`src/rtl/rolling_stats_pre_if.sv`:
```
// Bus between the price feed and the Z-score pre-processor.
// The master drives samples; the slave returns the window statistics.
interface rolling_stats_pre_if;
    logic        price_valid;
    logic [7:0]  price_in;
    logic        clear;
    logic [7:0]  current_data;
    logic [7:0]  N_mean;
    logic [15:0] N_sqr_mean;
    logic        data_valid_pre;
    logic        window_full;

    modport master (
        output price_valid, price_in, clear,
        input  current_data, N_mean, N_sqr_mean, data_valid_pre, window_full
    );

    modport slave (
        input  price_valid, price_in, clear,
        output current_data, N_mean, N_sqr_mean, data_valid_pre, window_full
    );
endinterface

```
`src/rtl/rolling_stats_pre.sv`:
```
// Rolling-window statistics in front of the Z-score stage.
// Keeps the last 2^WIN_LOG2 prices in a circular buffer, together with
// running sums of the samples and of their squares. Each accepted sample
// produces registered mean / mean-of-squares one cycle later.
module rolling_stats_pre #(
    parameter int WIN_LOG2 = 3
) (
    input  logic               clk,
    input  logic               rst,
    rolling_stats_pre_if.slave bus
);
    localparam int N     = 1 << WIN_LOG2;
    localparam int SUM_W = 8 + WIN_LOG2;
    localparam int SQ_W  = 16 + WIN_LOG2;

    localparam logic [WIN_LOG2-1:0] PTR_ONE  = 1;
    localparam logic [WIN_LOG2:0]   CNT_ONE  = 1;
    localparam logic [WIN_LOG2:0]   FULL_CNT = {1'b1, {WIN_LOG2{1'b0}}};

    logic [7:0]          r_buf [N];
    logic [WIN_LOG2-1:0] r_wr_ptr;
    logic [WIN_LOG2:0]   r_fill_cnt;
    logic [SUM_W-1:0]    r_sum;
    logic [SQ_W-1:0]     r_sqsum;
    logic [7:0]          r_current;
    logic [7:0]          r_mean;
    logic [15:0]         r_sqr_mean;
    logic                r_dv;

    logic                w_accept;
    logic                w_full;
    logic [7:0]          w_oldest;
    logic [15:0]         w_sq_in;
    logic [15:0]         w_sq_old;
    logic [SUM_W-1:0]    w_sum_nxt;
    logic [SQ_W-1:0]     w_sqsum_nxt;
    logic [WIN_LOG2:0]   w_fill_nxt;

    assign w_accept = bus.price_valid & ~bus.clear;
    assign w_full   = (r_fill_cnt == FULL_CNT);
    assign w_oldest = r_buf[r_wr_ptr];
    assign w_sq_in  = 16'(bus.price_in) * 16'(bus.price_in);
    assign w_sq_old = 16'(w_oldest) * 16'(w_oldest);

    // Next running sums. The evicted sample is subtracted before the new one
    // is added so the intermediate never exceeds N*max and cannot wrap; the
    // evicted value is always part of the sum, so it cannot underflow either.
    always_comb begin
        w_sum_nxt   = r_sum;
        w_sqsum_nxt = r_sqsum;
        w_fill_nxt  = r_fill_cnt;
        if (w_full) begin
            w_sum_nxt   = r_sum - SUM_W'(w_oldest) + SUM_W'(bus.price_in);
            w_sqsum_nxt = r_sqsum - SQ_W'(w_sq_old) + SQ_W'(w_sq_in);
        end else begin
            w_sum_nxt   = r_sum + SUM_W'(bus.price_in);
            w_sqsum_nxt = r_sqsum + SQ_W'(w_sq_in);
            w_fill_nxt  = r_fill_cnt + CNT_ONE;
        end
    end

    // Sample buffer: cleared only by reset; a clear leaves stale entries that
    // are never subtracted because eviction is gated by a full window.
    always_ff @(posedge clk or posedge rst) begin
        if (rst) begin
            for (int i = 0; i < N; i++) r_buf[i] <= '0;
        end else if (w_accept) begin
            r_buf[r_wr_ptr] <= bus.price_in;
        end
    end

    // Window bookkeeping and registered outputs.
    always_ff @(posedge clk or posedge rst) begin
        if (rst) begin
            r_wr_ptr   <= '0;
            r_fill_cnt <= '0;
            r_sum      <= '0;
            r_sqsum    <= '0;
            r_current  <= '0;
            r_mean     <= '0;
            r_sqr_mean <= '0;
            r_dv       <= 1'b0;
        end else if (bus.clear) begin
            r_wr_ptr   <= '0;
            r_fill_cnt <= '0;
            r_sum      <= '0;
            r_sqsum    <= '0;
            r_current  <= '0;
            r_mean     <= '0;
            r_sqr_mean <= '0;
            r_dv       <= 1'b0;
        end else if (w_accept) begin
            r_wr_ptr   <= r_wr_ptr + PTR_ONE;
            r_fill_cnt <= w_fill_nxt;
            r_sum      <= w_sum_nxt;
            r_sqsum    <= w_sqsum_nxt;
            r_current  <= bus.price_in;
            r_mean     <= w_sum_nxt[WIN_LOG2 +: 8];
            r_sqr_mean <= w_sqsum_nxt[WIN_LOG2 +: 16];
            r_dv       <= (w_fill_nxt == FULL_CNT);
        end else begin
            r_dv       <= 1'b0;
        end
    end

    assign bus.current_data   = r_current;
    assign bus.N_mean         = r_mean;
    assign bus.N_sqr_mean     = r_sqr_mean;
    assign bus.data_valid_pre = r_dv;
    assign bus.window_full    = w_full;
endmodule

```
`src/flat_wrapper.sv`:
```
// flat-port wrapper written by rule: the top's interface ports become plain ports
module rolling_stats_pre_flat 
#(
    parameter int WIN_LOG2 = 3
)
  (clk, rst, bus_price_valid, bus_price_in, bus_clear, bus_current_data, bus_N_mean, bus_N_sqr_mean, bus_data_valid_pre, bus_window_full);
  rolling_stats_pre_if bus_i ();
  input  logic clk;
  input  logic rst;
  input wire logic [$bits(bus_i.price_valid)-1:0] bus_price_valid;
  input wire logic [$bits(bus_i.price_in)-1:0] bus_price_in;
  input wire logic [$bits(bus_i.clear)-1:0] bus_clear;
  output wire logic [$bits(bus_i.current_data)-1:0] bus_current_data;
  output wire logic [$bits(bus_i.N_mean)-1:0] bus_N_mean;
  output wire logic [$bits(bus_i.N_sqr_mean)-1:0] bus_N_sqr_mean;
  output wire logic [$bits(bus_i.data_valid_pre)-1:0] bus_data_valid_pre;
  output wire logic [$bits(bus_i.window_full)-1:0] bus_window_full;
  assign bus_i.price_valid = bus_price_valid;
  assign bus_i.price_in = bus_price_in;
  assign bus_i.clear = bus_clear;
  assign bus_current_data = bus_i.current_data;
  assign bus_N_mean = bus_i.N_mean;
  assign bus_N_sqr_mean = bus_i.N_sqr_mean;
  assign bus_data_valid_pre = bus_i.data_valid_pre;
  assign bus_window_full = bus_i.window_full;
  rolling_stats_pre #(.WIN_LOG2(WIN_LOG2)) u_core (.clk(clk), .rst(rst), .bus(bus_i));
endmodule
```
`config.mk`:
```
export PLATFORM = sky130hd
export DESIGN_NAME = rolling_stats_pre_flat
export DESIGN_NICKNAME = d
export VERILOG_FILES = /design/src/rtl/rolling_stats_pre_if.sv /design/src/rtl/rolling_stats_pre.sv /design/src/flat_wrapper.sv
export SDC_FILE = /design/constraint.sdc
export NUM_CORES = 1
export LEC_CHECK = 0
export ABC_AREA = 1
export CORE_MARGIN = 2
export CORE_UTILIZATION = 40
export CTS_BUF_LIST = sky130_fd_sc_hd__clkbuf_16
export DETAILED_ROUTE_END_ITERATION = 6
export PLACE_DENSITY = 0.68
export SYNTH_ARGS = -nofsm -noshare
export SYNTH_HDL_FRONTEND = slang
export SYNTH_SLANG_ARGS = --single-unit
```
`constraint.sdc`:
```
create_clock -name clk -period 14.05 [get_ports clk]
set_input_delay 1.405 -clock clk [delete_from_list [all_inputs] [get_ports clk]]
set_output_delay 1.405 -clock clk [all_outputs]
set_load 0.01 [all_outputs]
```
==> impl_metrics.tcl <==
set metrics [dict create \
    status "finished clean" \
    dr.pass1.iters 5 \
    skew_ps 11.36 \
    arrival_ps 9250 \
    final-setup-viol-count 0 \
    end_kind "flop" \
    core_um2 29800 \
    yosysMostFrequentCell "nand2_1" \
    gp_congestion 0.9078 \
    path_class "in2reg" \
    finalInstanceArea_um2 13110 \
    synthMuxAreaShare_pct 0 \
    rsz0062_at_grt "no" \
    postCtsResizedCells 0 \
    cts_root_buf "clkbuf_16" \
    cp.required_ps 14330 \
    antenna_found_initial 0 \
    yosys_warnings 0 \
    hp-class "reg2reg" \
    slowest_delay_ps 870 \
    critPathBufInv 9 \
    ys_seq_area_share_pct 22.65 \
    track_usage_pct 21.45 \
    fp.dieW_um 178.3 \
    vias 10550 \
    syn_area_per_cell_um2 7.343 \
    cts-buffers-inserted 9 \
    cts.sinks 110 \
    wl_per_cell_um 15.78 \
    port-buffer-count 45 \
    drt-vias-per-instance 5.146 \
    min_period_ps 8971 \
    layout-drive-gt1-share_pct 4.578 \
    ys_top_cells_by_area "dfrtp_1 23%, fa_1 14%, ha_1 12%" \
    cp_max_fo 14 \
    start_util_pct 40.79 \
    synthCells 1655 \
    finalNetCount 1867 \
    synthAdderAreaFrac_pct 25.84 \
    cap_violations 0 \
    async_flop_share_pct 100.0 \
    wirelength_mm 32.35 \
    ant_nets 0 \
    synth_area_um2 12150 \
    synthXorXnorAreaFrac_pct 2.162 \
    synth-simple-area-share_pct 23.20 \
    placed_area_um2 12800 \
    clock_path_buffers 2 \
    cts_setup_buffers 0 \
    cpMostUsedCell "inv_1" \
    ys_types 47 \
    syn-num-nets 1867 \
    cts_tree "yes" \
    synth_top_family_by_area "adder cells" \
    clk_latency_ps 380 \
    num_rows 63 \
    synth_top_area_share_pct 22.65 \
    fin_crit_sh_pct 63.85 \
    grt_pass1_wl_mm 53.16 \
    maxSlewHeadroom_pct 28.38 \
    dieArea_um2 31790 \
    grt_overflow_total 0 \
    drtIter0Drc 689 \
    cts.clk_slew.worst_paths_ps 90 \
    synth-seq-cells 110 \
    cp_top_family "adder cells" \
    syn2layout_area_growth_pct 7.886 \
    fin_tns_setup_ps 0 \
    grt_max_degree 80 \
    synth_edf_count 0 \
    synth_flop_cell "dfrtp_1" \
    postCtsHoldBufs 0 \
    cpMaxStageDelayCell "clkdlybuf4s50_1" \
    max_clock_freq_ghz 0.1115 \
    synth_top_area_cell "dfrtp_1" \
    utilization_pct 44.00 \
    worst_pin_slew_ps 1074 \
    dp_hpwl_mm 24.91 \
    slew_viol_final 0 \
    drc 0 \
    synth-compound-area-share_pct 12.55 \
    grt_pass1_vias 10430 \
    die_h_um 178.3 \
    start_kind "input pin" \
    htree_levels 3 \
    ys_top_cells_by_count "382 x nand2_1, 328 x inv_1, 129 x o21ai_0" \
    ioPinCount 46 \
    finalHoldViolCount 0 \
    antennaDiodeCount 0 \
    holdWs_ps 489.2 \
]
-- logic make-up after synthesis --
family	count (synthesis)
flops	110
buf+inv	409
compound gates	271
xor+xnor	30
simple gates	635
fa+ha+maj	200
-- metal layers --
layer	wire length (um)	GRT usage, %
met1	14550	28.67
met2	15510	36.48
met3	1604	2.835
met4	685	5.894
met5	0	0
-- sequential cells by signal, summed over array words and instances, names as in the netlist --
| signal | flops |
|---|---|
| u_core.bus.N_mean | 7 |
| u_core.bus.N_sqr_mean | 15 |
| u_core.bus.current_data | 8 |
| u_core.bus.data_valid_pre | 1 |
| u_core.r_buf | 64 |
| u_core.r_fill_cnt | 4 |
| u_core.r_sqsum | 4 |
| u_core.r_sum | 4 |
| u_core.r_wr_ptr | 3 |
-- final timing paths --
path / slack, ps / from / cells after the start / to
max: 5080 / bus_price_in[1] / 36 / u_core.bus.N_sqr_mean[11]
min: 490 / u_core.bus.current_data[2] / 2 / u_core.bus.current_data[2]
max reg2reg: 7630 / u_core.r_wr_ptr[2] / 26 / u_core.bus.N_sqr_mean[11]
min reg2reg: 490 / u_core.bus.current_data[2] / 2 / u_core.bus.current_data[2]
max in group asynchronous: 11250 / rst / 3 / u_core.r_buf[34]
min in group asynchronous: 1370 / rst / 2 / u_core.bus.current_data[5]
-- tightest hold or removal path, cell delays in order, from the launching register on --
cell and delay [ps]:
dfrtp_1 350, nand2_1 50, o21ai_0 60
-- layout make-up --
class | instances | area, um2
Tap cell | 390 | 488.0
Inverter | 348 | 1323
Timing Repair Buffer | 50 | 488.0
Fill cell | 3017 | 16680
Clock buffer | 9 | 225.2
Sequential cell | 110 | 2753
Multi-Input combinational cell | 1136 | 7750
Clock inverter | 7 | 85.08
-- placed cells by master (no fill, tap or decap), types with 13 or more instances in the layout --
cell type / count
inv_1: 327
o21ai_0: 129
nor2_1: 84
a21oi_1: 74
fa_1: 85
o211ai_1: 17
clkdlybuf4s50_1: 45
nor2_4: 13
o21bai_1: 13
nand2_1: 382
xor2_1: 20
ha_1: 115
dfrtp_1: 110
nand4_1: 15
nand3_1: 112
-- stage by stage --
| step | setup WS [ps] | instances |
|---|---|---|
| after floorplan | 5920 | 1655 |
| after global placement | 4718 | 2034 |
| after detailed placement | 4674 | 2034 |
| after CTS | 5086 | 2050 |
| after global routing | 4523 | 2050 |
| final | 5079 | 2050 |
Power is not shown: default switching activity piles up to over one toggle a cycle in this logic, so the estimate is an artifact.
